## config.mk

```make
export PLATFORM = sky130hd
export DESIGN_NAME = conv1_sequencer
export DESIGN_NICKNAME = d
export VERILOG_FILES = /design/src/rtl/conv1_sequencer_pkg.sv /design/src/rtl/conv1_sequencer_window_addr.sv /design/src/rtl/conv1_sequencer.sv
export SDC_FILE = /design/constraint.sdc
export NUM_CORES = 1
export LEC_CHECK = 0
export CORE_MARGIN = 2
export CORE_UTILIZATION = 58
export CTS_BUF_LIST = sky130_fd_sc_hd__clkbuf_16
export DETAILED_ROUTE_END_ITERATION = 7
export DONT_BUFFER_PORTS = 1
export PLACE_DENSITY = 0.86
export SYNTH_ARGS = -nofsm -noshare
export SYNTH_HDL_FRONTEND = slang
export SYNTH_SLANG_ARGS = --single-unit
export TNS_END_PERCENT = 20
```

## constraint.sdc

```tcl
create_clock -name clk -period 3.8 [get_ports clk]
set_input_delay 0.57 -clock clk [delete_from_list [all_inputs] [get_ports clk]]
set_output_delay 0.57 -clock clk [all_outputs]
set_load 0.02 [all_outputs]
```

## src/rtl/conv1_sequencer_pkg.sv

```systemverilog
`default_nettype none
// ============================================================================
// conv1_sequencer_pkg : conv1 layer constants, derived sizes, FSM encoding
// rev 1.0
// ============================================================================
package conv1_sequencer_pkg;

  localparam int IMG_W  = 32;
  localparam int IMG_H  = 32;
  localparam int IN_CH  = 3;
  localparam int OUT_CH = 32;
  localparam int K      = 5;
  localparam int PAD    = 2;

  localparam int IN_LEN  = IN_CH * IMG_W * IMG_H;
  localparam int W_LEN   = OUT_CH * IN_CH * K * K;
  localparam int OUT_LEN = OUT_CH * IMG_W * IMG_H;
  localparam int TAPS    = IN_CH * K * K;

  localparam int IN_AW   = $clog2(IN_LEN);
  localparam int W_AW    = $clog2(W_LEN);
  localparam int OUT_AW  = $clog2(OUT_LEN);
  localparam int OC_W    = $clog2(OUT_CH);
  localparam int COORD_W = $clog2(IMG_W);
  localparam int IC_W    = $clog2(IN_CH);
  localparam int KW      = $clog2(K);

  typedef enum logic [2:0] {
    S_IDLE  = 3'd0,
    S_BIAS  = 3'd1,
    S_ACCUM = 3'd2,
    S_DRAIN = 3'd3,
    S_WRITE = 3'd4,
    S_DONE  = 3'd5
  } state_t;

  // Input-plane coordinate of a tap; may fall outside the image (padding).
  function automatic logic signed [6:0] tap_coord(input logic [COORD_W-1:0] p,
                                                  input logic [KW-1:0]      k);
    return $signed(7'(p)) + $signed(7'(k)) - $signed(7'(PAD));
  endfunction

endpackage
`default_nettype wire

```

## src/rtl/conv1_sequencer_window_addr.sv

```systemverilog
`default_nettype none
// ============================================================================
// conv_window_addr : (ic, ky, kx) tap counter, padding test, in/w addresses
// rev 1.0
// ============================================================================
module conv_window_addr
  import conv1_sequencer_pkg::*;
(
  input  logic               clk,
  input  logic               rst_n,
  input  logic               clear,
  input  logic               advance,
  input  logic [OC_W-1:0]    oc,
  input  logic [COORD_W-1:0] y,
  input  logic [COORD_W-1:0] x,
  output logic               pad,
  output logic               last,
  output logic [IN_AW-1:0]   in_addr,
  output logic [W_AW-1:0]    w_addr
);

  logic [IC_W-1:0]   r_ic;
  logic [KW-1:0]     r_ky;
  logic [KW-1:0]     r_kx;
  logic signed [6:0] w_iy;
  logic signed [6:0] w_ix;

  always_ff @(posedge clk or negedge rst_n) begin
    if (!rst_n) begin
      r_ic <= '0;
      r_ky <= '0;
      r_kx <= '0;
    end else if (clear) begin
      r_ic <= '0;
      r_ky <= '0;
      r_kx <= '0;
    end else if (advance) begin
      if (r_kx == KW'(K-1)) begin
        r_kx <= '0;
        if (r_ky == KW'(K-1)) begin
          r_ky <= '0;
          r_ic <= (r_ic == IC_W'(IN_CH-1)) ? '0 : r_ic + 1'b1;
        end else begin
          r_ky <= r_ky + 1'b1;
        end
      end else begin
        r_kx <= r_kx + 1'b1;
      end
    end
  end

  assign w_iy = tap_coord(y, r_ky);
  assign w_ix = tap_coord(x, r_kx);

  assign pad  = (w_iy < 7'sd0) || (w_iy > $signed(7'(IMG_H-1))) ||
                (w_ix < 7'sd0) || (w_ix > $signed(7'(IMG_W-1)));
  assign last = (r_ic == IC_W'(IN_CH-1)) && (r_ky == KW'(K-1)) && (r_kx == KW'(K-1));

  // Power-of-two image dims let the plane/row/column offsets be concatenated.
  assign in_addr = pad ? '0 : {r_ic, w_iy[COORD_W-1:0], w_ix[COORD_W-1:0]};
  assign w_addr  = W_AW'(oc) * W_AW'(TAPS) + W_AW'(r_ic) * W_AW'(K*K) +
                   W_AW'(r_ky) * W_AW'(K) + W_AW'(r_kx);

endmodule
`default_nettype wire

```

## src/rtl/conv1_sequencer.sv

```systemverilog
`default_nettype none
// ============================================================================
// conv1_sequencer : walks conv1 output pixels, drives memory reads and MAC strobes
// rev 1.0
// ============================================================================
module conv1_sequencer
  import conv1_sequencer_pkg::*;
#(
  parameter int MEM_LAT = 1
) (
  input  logic              clk,
  input  logic              rst_n,
  input  logic              start,
  output logic              busy,
  output logic              done,
  output logic              in_rd,
  output logic [IN_AW-1:0]  in_addr,
  output logic              w_rd,
  output logic [W_AW-1:0]   w_addr,
  output logic              b_rd,
  output logic [OC_W-1:0]   b_addr,
  output logic              mac_load,
  output logic              mac_en,
  output logic              mac_zero,
  output logic              mac_last,
  output logic              out_wr,
  output logic [OUT_AW-1:0] out_addr,
  input  logic              out_ready
);

  state_t               r_state;
  logic [OC_W-1:0]      r_oc;
  logic [COORD_W-1:0]   r_y;
  logic [COORD_W-1:0]   r_x;
  logic [7:0]           r_drain;
  logic                 r_iss_zero;
  logic                 r_iss_last;
  logic [MEM_LAT-1:0]   r_dl_load;
  logic [MEM_LAT-1:0]   r_dl_en;
  logic [MEM_LAT-1:0]   r_dl_zero;
  logic [MEM_LAT-1:0]   r_dl_last;

  logic                 w_issue;
  logic                 w_win_clr;
  logic                 w_pad;
  logic                 w_last;
  logic [IN_AW-1:0]     w_in_addr;
  logic [W_AW-1:0]      w_w_addr;
  logic [OC_W-1:0]      w_oc_nx;
  logic [COORD_W-1:0]   w_y_nx;
  logic [COORD_W-1:0]   w_x_nx;
  logic                 w_last_pix;

  // A tap goes out on the BIAS->ACCUM edge and on every ACCUM edge until the last one is on the bus.
  assign w_issue   = (r_state == S_BIAS) || ((r_state == S_ACCUM) && !r_iss_last);
  assign w_win_clr = (r_state == S_IDLE);

  conv_window_addr u_win (
    .clk     (clk),
    .rst_n   (rst_n),
    .clear   (w_win_clr),
    .advance (w_issue),
    .oc      (r_oc),
    .y       (r_y),
    .x       (r_x),
    .pad     (w_pad),
    .last    (w_last),
    .in_addr (w_in_addr),
    .w_addr  (w_w_addr)
  );

  always_comb begin
    w_x_nx  = r_x + 1'b1;
    w_y_nx  = r_y;
    w_oc_nx = r_oc;
    if (r_x == COORD_W'(IMG_W-1)) begin
      w_x_nx = '0;
      if (r_y == COORD_W'(IMG_H-1)) begin
        w_y_nx  = '0;
        w_oc_nx = r_oc + 1'b1;
      end else begin
        w_y_nx = r_y + 1'b1;
      end
    end
  end

  assign w_last_pix = (r_oc == OC_W'(OUT_CH-1)) && (r_y == COORD_W'(IMG_H-1)) &&
                      (r_x == COORD_W'(IMG_W-1));

  always_ff @(posedge clk or negedge rst_n) begin
    if (!rst_n) begin
      r_state    <= S_IDLE;
      r_oc       <= '0;
      r_y        <= '0;
      r_x        <= '0;
      r_drain    <= '0;
      r_iss_zero <= 1'b0;
      r_iss_last <= 1'b0;
      busy       <= 1'b0;
      done       <= 1'b0;
      in_rd      <= 1'b0;
      in_addr    <= '0;
      w_rd       <= 1'b0;
      w_addr     <= '0;
      b_rd       <= 1'b0;
      b_addr     <= '0;
      out_wr     <= 1'b0;
      out_addr   <= '0;
    end else begin
      done       <= 1'b0;
      b_rd       <= 1'b0;
      b_addr     <= '0;
      in_rd      <= 1'b0;
      in_addr    <= '0;
      w_rd       <= 1'b0;
      w_addr     <= '0;
      r_iss_zero <= 1'b0;
      r_iss_last <= 1'b0;
      if (w_issue) begin
        w_rd       <= 1'b1;
        w_addr     <= w_w_addr;
        in_rd      <= !w_pad;
        in_addr    <= w_in_addr;
        r_iss_zero <= w_pad;
        r_iss_last <= w_last;
      end
      case (r_state)
        S_IDLE: begin
          if (start) begin
            r_state <= S_BIAS;
            busy    <= 1'b1;
            b_rd    <= 1'b1;
            b_addr  <= r_oc;
          end
        end
        S_BIAS:  r_state <= S_ACCUM;
        S_ACCUM: begin
          if (r_iss_last) begin
            r_state <= S_DRAIN;
            r_drain <= '0;
          end
        end
        S_DRAIN: begin
          if (r_drain == 8'(MEM_LAT-1)) begin
            r_state  <= S_WRITE;
            out_wr   <= 1'b1;
            out_addr <= {r_oc, r_y, r_x};
          end else begin
            r_drain <= r_drain + 8'd1;
          end
        end
        S_WRITE: begin
          if (out_ready) begin
            out_wr   <= 1'b0;
            out_addr <= '0;
            r_oc     <= w_oc_nx;
            r_y      <= w_y_nx;
            r_x      <= w_x_nx;
            if (w_last_pix) begin
              r_state <= S_DONE;
              done    <= 1'b1;
            end else begin
              r_state <= S_BIAS;
              b_rd    <= 1'b1;
              b_addr  <= w_oc_nx;
            end
          end
        end
        S_DONE: begin
          r_state <= S_IDLE;
          busy    <= 1'b0;
        end
        default: r_state <= S_IDLE;
      endcase
    end
  end

  // Memory-latency alignment for the MAC strobes.
  always_ff @(posedge clk or negedge rst_n) begin
    if (!rst_n) begin
      r_dl_load <= '0;
      r_dl_en   <= '0;
      r_dl_zero <= '0;
      r_dl_last <= '0;
    end else begin
      r_dl_load[0] <= b_rd;
      r_dl_en[0]   <= w_rd;
      r_dl_zero[0] <= r_iss_zero;
      r_dl_last[0] <= r_iss_last;
      for (int i = 1; i < MEM_LAT; i++) begin
        r_dl_load[i] <= r_dl_load[i-1];
        r_dl_en[i]   <= r_dl_en[i-1];
        r_dl_zero[i] <= r_dl_zero[i-1];
        r_dl_last[i] <= r_dl_last[i-1];
      end
    end
  end

  assign mac_load = r_dl_load[MEM_LAT-1];
  assign mac_en   = r_dl_en[MEM_LAT-1];
  assign mac_zero = r_dl_zero[MEM_LAT-1];
  assign mac_last = r_dl_last[MEM_LAT-1];

endmodule
`default_nettype wire

```

=== Yosys cells after proc, flatten, opt, wreduce, memory -nomap -nowiden ===
Index checks and enable logic that the tools add are counted.

* Bits of input ports: 4
* Word-level logic and storage cells: 139
* Output and inout bits: 54
* Register bits after elaboration: 90

* $mul: 3
* Magnitude comparators: 4
* Add/subtract/negate cells: 14
* Multiplexer cells: 51
* Equal/unequal tests: 16
* Reductions and logical operators: 27

{| class="wikitable"
|+ Operator list
! kind !! count
|-
| two-way mux 12 bit || 3
|-
| two-way mux 3 bit || 12
|-
| two-way mux 5 bit || 7
|-
| two-way mux 15 bit || 2
|-
| case mux 15 bit (2 select lines) || 1
|-
| two-way mux 8 bit || 2
|-
| case mux 8 bit (2 select lines) || 1
|-
| adder 5 x 1 -> 5 bit, second input constant || 3
|-
| equality test 5 bit, second input constant || 3
|-
| case mux 3 bit (5 select lines) || 1
|-
| greater-than comparator 7 x 6 -> 1 bit, second input constant || 2
|-
| < comparator 7 x 1 -> 1 bit, second input constant || 2
|-
| subtractor 7 x 3 -> 7 bit, second input constant || 2
|-
| two-way mux 1 bit || 13
|-
| adder 12 x 3 -> 12 bit || 1
|-
| adder 12 x 6 -> 12 bit || 1
|-
| adder 12 x 7 -> 12 bit || 1
|-
| adder 5 x 3 -> 6 bit || 2
|-
| equality test 3 bit, second input constant || 4
|-
| multiplier 5 x 7 -> 12 bit, second input constant || 1
|-
| AND reduction 3 bit || 4
|-
| nonzero test 2 bit || 6
|-
| two-way mux 2 bit || 5
|-
| != test 2 bit, second input constant || 5
|-
| 17 further kinds || 31
|}

=== Logic depth before layout (Yosys ltp) ===
* Depth after elaboration: 8
* Depth in mapped cells: 15
* Gate-level depth less buffers: 15

=== Modules after synthesis ===
Synthesis repeated with hierarchy kept, for this count alone.

* Cells, all modules: 573
* Area total of the unflattened synthesis: 5913.2 µm²

{| class="wikitable"
|+ Modules (own cells, without submodules)
! module !! sequential area each (µm²) !! cells an instance !! instances !! area an instance (µm²)
|-
| conv1_sequencer || 2052.0 || 303 || 1 || 3479.6
|-
| conv_window_addr || 200.2 || 270 || 1 || 2433.6
|}

=== Worst setup path after synthesis ===
No wires, ideal clock.

* Path kind: reg2reg
* From: register u_win.r_ky[2]
* To: register w_addr[10]
* Path buffers: 0
* Required time: 3.664 ns
* Setup time: 0.136 ns
* Arrival time: 3.949 ns
* Period minus slack after synthesis: 4.085 ns
* Cell stages (with the launch flop): 14
* Path slack: -0.285 ns
* Path through: dfrtp_1 fa_1 inv_1 fa_1 fa_1 inv_1 fa_1 fa_1 ha_1 nor3_1 o21ai_0 a2111oi_0 or3_1 a21oi_1

* Word-level cells in the longest chain between the ends: 4

{| class="wikitable"
|+ Ends and longest elaborated chain
! element !! RTL line !! text
|-
| from (decl) || conv1_sequencer_window_addr.sv:23 || <nowiki>logic [KW-1:0] r_ky;</nowiki>
|-
| from (signal assigned) || conv1_sequencer_window_addr.sv:44 || <nowiki>r_ky <= r_ky + 1'b1;</nowiki>
|-
| multiplier 3 x 3 -> 6 bit || conv1_sequencer_window_addr.sv:62 || <nowiki>W_AW'(r_ky) * W_AW'(K) + W_AW'(r_kx);</nowiki>
|-
| adder 12 x 6 -> 12 bit || conv1_sequencer_window_addr.sv:61 || <nowiki>assign w_addr = W_AW'(oc) * W_AW'(TAPS) + W_AW'(r_ic) * W_AW'(K*K) +</nowiki>
|-
| adder 12 x 3 -> 12 bit || conv1_sequencer_window_addr.sv:62 ||
|-
| two-way mux 12 bit || conv1_sequencer.sv:119 || <nowiki>if (w_issue) begin</nowiki>
|-
| to (signal assigned) || conv1_sequencer.sv:121 || <nowiki>w_addr <= w_w_addr;</nowiki>
|-
| to (decl) || conv1_sequencer.sv:19 || <nowiki>output logic [W_AW-1:0] w_addr,</nowiki>
|}

Every way passes these cells.
A chain may end at the register's enable or synchronous reset.

=== Worst setup path in the final report ===
Ends and elaborated chain as after synthesis.

==> run_results.csv <==
group,metric,value,unit
outcome,outcome,"complete, but fails checks",
outcome,violations,"negative setup slack",
routing,drt_iter0_markers,373,
clock_tree,clk_latency,0.34,ns
floorplan,die_width,102,um
routing,drt-vias-per-instance,6.02,
cells_and_area,drive_above_1_share,0.171,
clock_tree,cts_sinks,90,
routing,num_vias,4322,
floorplan,dieArea,10300,um2
pwr,power_leakage,3.01,nW
worst_setup_path,start_kind,"register",
global_routing,antenna_found_initial,0,
synthesis,syn-num-nets,635,
floorplan,rows,35,
worst_setup_path,crit_top_cell,"fa_2",
placed_design,placed_cells,697,
synthesis,ys_seq_area_frac,0.408,
worst_setup_path,crit_type,"reg -> reg",
routing,postRouteAntennaNets,0,
clock_tree,cts-htree-levels,3,
placed_design,hpwlAfterDp,8.54,mm
pwr,p_int,0.00216,W
worst_setup_path,reg2regPathDepth,13,
clock_tree,tritoncts,"yes",
sta,fin_ws,-0.282,ns
cells_and_area,diodes,0,
sta,tightest_slew,0.989,ns
cells_and_area,stdcell_count,718,
global_routing,grt_pass1_vias,4331,
cells_and_area,fin_nets,663,
synthesis,synthMuxAreaShare,0.0118,
global_routing,track_usage,0.251,
sta,rsz0062_at_grt,"yes",
sta,period_minus_slack,4.08,ns
synthesis,synth_top_family_by_area,"adder cells",
synthesis,netlist_area,5510,um2
global_routing,gr-total-overflow,0,
clock_tree,cts_buffers,9,
floorplan,pin_count,58,
worst_setup_path,crit_required,4.03,ns
pwr,swShare,0.431,
synthesis,synth_top_cell_by_area,"dfrtp_1",
sta,whs,0.146,ns
routing,routedWlPerCell,17.8,um
sta,timing.fmax,0.245,GHz
synthesis,synth_cell_types,56,
synthesis,synth_compound_area_frac,0.124,
cells_and_area,area_delta_synth_final,15.0,%
worst_setup_path,cp_slowest_cell,"fa_1",
pwr,p_seq_frac,0.429,
synthesis,synth-adder-area-share,0.195,
pwr,p_clk_frac,0.232,
worst_setup_path,reg2reg_to,"w_addr[10]",
worst_setup_path,worstPathCellList,"fa_2 > fa_1 > inv_2 > fa_2 > inv_2 > fa_2 > fa_1 > ha_4 > nor2_4 > nor2_4 > a2111oi_4 > or3_1 > a21oi_1",
run,maxCapViolCount,0,
synthesis,ys.flop_type,"dfrtp_1",
routing,totalWireLength,12.8,mm
clock_tree,cts_max_path_buffers,2,
worst_setup_path,end_kind,"register",
worst_hold_path,hold_class,"in -> async",
floorplan,start_util,0.597,
worst_setup_path,path_depth,13,
sta,clock_skew,0.00692,ns
synthesis,netlist.area_leader.share,0.408,
synthesis,synth-xor-area-share,0.0381,
placed_design,place_area,5860,um2
clock_tree,clk_pin_slew,0.07,ns
synthesis,ys_ff_latch,90,
worst_setup_path,arrival,4.31,ns
pwr,power_density,598,nW/um2
routing,drcViolationCount,0,
worst_setup_path,startpoint,"u_win.r_ky[2]",
sta,slew_headroom,0.336,
pwr,p_total,0.00379,W
worst_setup_path,cpLargestDelayFamily,"adder cells",
worst_setup_path,timing.rr.start,"u_win.r_ky[2]",
worst_setup_path,slowest_delay,0.60,ns
pwr,pwr-share-comb,0.338,
worst_setup_path,crit_buf_inv,2,
global_routing,grt_pass1_wl,20.2,mm
synthesis,synth.area.top_cells,"dfrtp_1 41%, ha_1 13%, fa_1 6.5%, inv_1 4.5%, o21ai_0 3.8%",
sta,period_share,1.07,
synthesis,synthArstFlopShare,1.00,
placed_design,numPortBuffers,0,
sta,finalSetupViolCount,6,
global_routing,grt_max_degree,91,
cells_and_area,fin_area,6340,um2
worst_setup_path,endpoint,"w_addr[10]",
worst_setup_path,r2r_setup_slack,-0.28,ns
pwr,switching_power,0.00164,W
synthesis,synth-simple-area-share,0.162,
worst_setup_path,crit_fanout,2,
sta,finalMaxSlewViolations,0,
synthesis,synth_edf_count,0,
pwr,ir_worst_vdd,0.278,mV
floorplan,core-area,9240,um2
routing,first_pass_iters,5,
placed_design,pre_cts_slack,-0.326,ns
clock_tree,root_buffer,"clkbuf_16",
placed_design,gp_congestion,0.894,
floorplan,fp.dieH,102,um
synthesis,avgSynthCellArea,9.92,um2
synthesis,yosysWarnings,0,
synthesis,syn-instance-count,556,
sta,hold_violations,0,
[final cells by class]
class                      instances  area (um2)
sequential                        90        2260
timing repair buffer              35         283
clock inverter                     7        67.6
inverter                          66         248
multi-input combinational        382        3100
clock buffer                       9         225
fill                             641        2900
tap                              129         161
[flip-flops by register name (all words and copies together), names as in the netlist, 2 cells and up]
name,flops
r_state,3
u_win.r_ic,2
out_addr,15
r_oc,5
r_drain,8
w_addr,12
r_x,5
r_y,5
in_addr,12
b_addr,5
u_win.r_ky,3
u_win.r_kx,3
[power by group through the flow]
stage	clock network [W]	registers, W	logic (W)
2_1_floorplan	0	0.00157	0.00100
3_5_place_dp	0	0.00165	0.00121
6_report	0.000882	0.00163	0.00128
3_3_place_gp	0	0.00164	0.00117
5_1_grt	0.000941	0.00166	0.00144
4_1_cts	0.000893	0.00163	0.00126
[how the worst min path moves through the flow]
stage                from    endpoint  slack (ns)  cells past startpoint
floorplan           rst_n   b_addr[0]        0.27                      0
CTS                 rst_n      r_y[2]        0.16                      1
detailed placement  rst_n      mac_en        0.28                      0
global route        rst_n  in_addr[5]        0.18                      1
global placement    rst_n   w_addr[2]        0.28                      0
finish              rst_n      r_y[2]        0.15                      1
[through the flow]
| stage | TNS (ns) | utilization |
|---|---|---|
| after floorplan | -0.251 | - |
| after global placement | -0.541 | 0.634 |
| after detailed placement | -1.14 | 0.634 |
| after CTS | -1.05 | 0.676 |
| after global routing | -1.78 | 0.686 |
| final | -1.18 | 0.686 |
[layout by cell type (no fill, tap or decap), drive strengths merged, types with 4 or more instances in the layout]
cell     n
nand2b   4
o31ai    5
o22ai    4
a21o     6
nand3b   4
and3     6
o21ai   42
nor2b    6
nor2    30
ha      57
fa      18
xnor2   17
nor4     4
nand3   33
nand2   33
inv     71
a31oi    5
nor3    27
a21oi   23
and2     7
xor2     7
mux2     4
dfrtp   90
buf     35
clkbuf   9
[routing by layer]
layer / vias to the layer above / GRT usage / routed length, um
li1: 1977 / - / -
met5: - / 0 / 0
met4: 0 / 0.109 / 433
met1: 2126 / 0.317 / 5190
met2: 180 / 0.419 / 6350
met3: 39 / 0.0497 / 810
[synth_stat cells, types with 3 or more instances]
master and instances:
and2_1 6, xnor2_1 17, mux2_2 4, nand3_1 33
a21oi_1 23, xor2_1 7, o21ai_0 42, inv_1 66
nand2_1 33, nor4_1 3, ha_1 57, o31ai_1 5
nor3_1 18, a21o_1 6, nor2_1 30, dfrtp_1 90
nand4_1 3, and3_1 6, nor2b_1 6, nand2b_1 4
nor3_2 9, a2111oi_0 3, nand3b_1 4, a31oi_1 5
o22ai_1 4, fa_1 18, clkbuf_1 14
[logic make-up after synthesis]
family          count (synthesis)
simple gates                  167
compound gates                110
flops                          90
buf+inv                        84
fa+ha+maj                      75
xor+xnor                       24
mux                             6
[worst register-to-register path, stage by stage, from the launching register on]
cell,delay (ns)
dfrtp_1,0.43
fa_2,0.45
fa_1,0.56
inv_2,0.05
fa_2,0.53
inv_2,0.04
fa_2,0.35
fa_1,0.60
ha_4,0.23
nor2_4,0.13
nor2_4,0.06
a2111oi_4,0.35
or3_1,0.15
a21oi_1,0.06
[repair_timing]
action                                 CTS  global route
gates resized for setup                 12            17
hold buffers                             1             0
setup buffers                            3             1
setup endpoints to repair                7             7
pin swaps                               14            20
endpoints found under the hold margin   90             0
No activity file was read; power rests on OpenSTA's default activity.
==> RTL change: new RTL, same flow settings <==
Change the package constant `IN_CH` from 3 to 2.
--- a/src/rtl/conv1_sequencer_pkg.sv
+++ b/src/rtl/conv1_sequencer_pkg.sv
@@ -7,7 +7,7 @@
 
   localparam int IMG_W  = 32;
   localparam int IMG_H  = 32;
-  localparam int IN_CH  = 3;
+  localparam int IN_CH  = 2;
   localparam int OUT_CH = 32;
   localparam int K      = 5;
   localparam int PAD    = 2;
Ports: changed (resized in_addr and w_addr); port bits go from 58 to 56. The function was not compared with the original's and may differ.
==> RTL change against the original RTL <==
  * Sequential cell count decreased by 3
  * Utilization is 4.9 points lower
  * Critical path depth down 2
  * Critical endpoint is now in_addr[3]$_DFF_PN0_
  * Cell count is 12% lower
  * Routed wire length shrank 17%
  * Final area down 12%
  * Clock power is 11% lower
  * Worst setup slack improved by 0.65 ns
  * Count of clock-buffer cells in the layout unchanged
  * Power fell by 24%
  * Area after synthesis decreased by 5.1%
==> RTL change: results (changes against the original RTL) <==
### Critical path
• **Critical Path Fanout Max** 13, was 2
• **Arr. time, crit path** 3.67 ns, was 4.31 ns
• **worst-path cell with the longest stage delay** sky130_fd_sc_hd__a2111o_2, was sky130_fd_sc_hd__fa_1
• **r2r worst-path depth** 11, was 13

### Pwr
• **reported combinational group power** 0.878 mW, was 1.28 mW
• **proportion of total power due to net switching** 39.10%, was 43.09%
• **portion of total power attributed to sequential cells** 42.6%, was 42.9%
• **Max IR drop VDD** 398.4 µV, was 277.8 µV

### Placement
• **number of cells after detailed placement** 615, was 697
• **routability-driven placement congestion ratio** 0.8843, was 0.8940
• **HPWL reported at the end of detailed placement** 7.225 mm, was 8.540 mm

### CTS
• **number of cells upsized or downsized after cts** 0, was 12
• **Post-CTS Setup Inserts** 0, was 3

### Synthesis
• **xor/xnor cell area share of the yosys netlist** 5.189%, was 3.812%
• **instance count of the mapped netlist** 522, was 556
• **net count after synthesis** 590, was 635
• **share of the yosys chip area belonging to registers** 41.61%, was 40.84%
• **multiplexer fraction of the synthesized cell area** 2.080%, was 1.180%
• **Synth Area in Compound Gates** 10.95%, was 12.41%
• **share of synthesized cell area in full adder, half adder and majority cells** 16.59%, was 19.47%
• **distinct cell type count of the synthesized netlist** 59, was 56
• **most area-consuming cells after synthesis** sky130_fd_sc_hd__dfrtp_1, sky130_fd_sc_hd__ha_1, sky130_fd_sc_hd__nand2_1, was sky130_fd_sc_hd__dfrtp_1, sky130_fd_sc_hd__ha_1, sky130_fd_sc_hd__fa_1

### Timing
• **Worst Tran Pin Value** 0.6692 ns, was 0.9889 ns

### GRT
• **pin count of the biggest net entering global routing** 88, was 91
• **combined global-route utilization of all metal layers** 23.14%, was 25.08%

### Status
• **run status** completed, was complete, but fails checks

### Drt
• **via count** 3811, was 4322
• **average wire per standard cell** 16.89 µm, was 17.80 µm
• **vias per cell** 6.040, was 6.019
• **Detailed Routing Iterations Pass 1** 7, was 5

### Finish
• **Regs by FF count** out_addr (15), in_addr (11), w_addr (11), was out_addr (15), in_addr (12), w_addr (12)
• **share of final-layout standard cells stronger than drive strength 1** 8.413%, was 17.15%

## RTL change: per-stage QoR
stage | utilization (%) | hold WS [ns] | instance area, µm² | power (mW)
final | 63.73 | 0.1078 | 5558 | 2.894
after detailed placement | 60.47 | 0.2768 | 5274 | 2.064
after global routing | 63.73 | 0.1486 | 5558 | 3.077
after floorplan | - | 0.2744 | 5233 | 1.908
after CTS | 63.73 | 0.1540 | 5558 | 2.890
after global placement | 60.47 | 0.2767 | 5274 | 2.031
## RTL change: final timing paths
check | start | slack, ns | endpoint
min in group clk | r_iss_zero$_DFF_PN0_ | 0.36 | mac_zero$_DFF_PN0_
worst min register to register | r_iss_zero$_DFF_PN0_ | 0.36 | mac_zero$_DFF_PN0_
worst max-delay path | u_win.r_ky[0]$_DFFE_PN0P_ | 0.37 | in_addr[3]$_DFF_PN0_
max in group asynchronous | rst_n | 3.31 | in_addr[3]$_DFF_PN0_
worst max register to register | u_win.r_ky[0]$_DFFE_PN0P_ | 0.37 | in_addr[3]$_DFF_PN0_
worst min-delay path | rst_n | 0.11 | w_addr[5]$_DFF_PN0_
## RTL change: cell type report
cell class / count / area, µm²
clock buffers: 9 / 225.2
well taps: 108 / 135.1
fillers: 637 / 3163
multi-input cells: 376 / 2785
inverters: 41 / 153.9
repair buffers: 4 / 50.05
flip-flops and latches: 87 / 2177
clock inverters: 6 / 31.28
## RTL change: what timing repair did
item                                   in CTS  in global routing
endpoints found under the hold margin      87                  0
hold buffers                                1                  0
setup endpoints to repair                   0                  0
## RTL change: per-layer routing
layer / part of all wire, % / GRT usage, % / vias up
met5: 0 / 0 / -
met4: 2.2 / 9.484 / 0
met3: 7.8 / 6.738 / 28
met2: 45 / 33.89 / 146
met1: 45 / 32.39 / 1848
li1: - / - / 1789
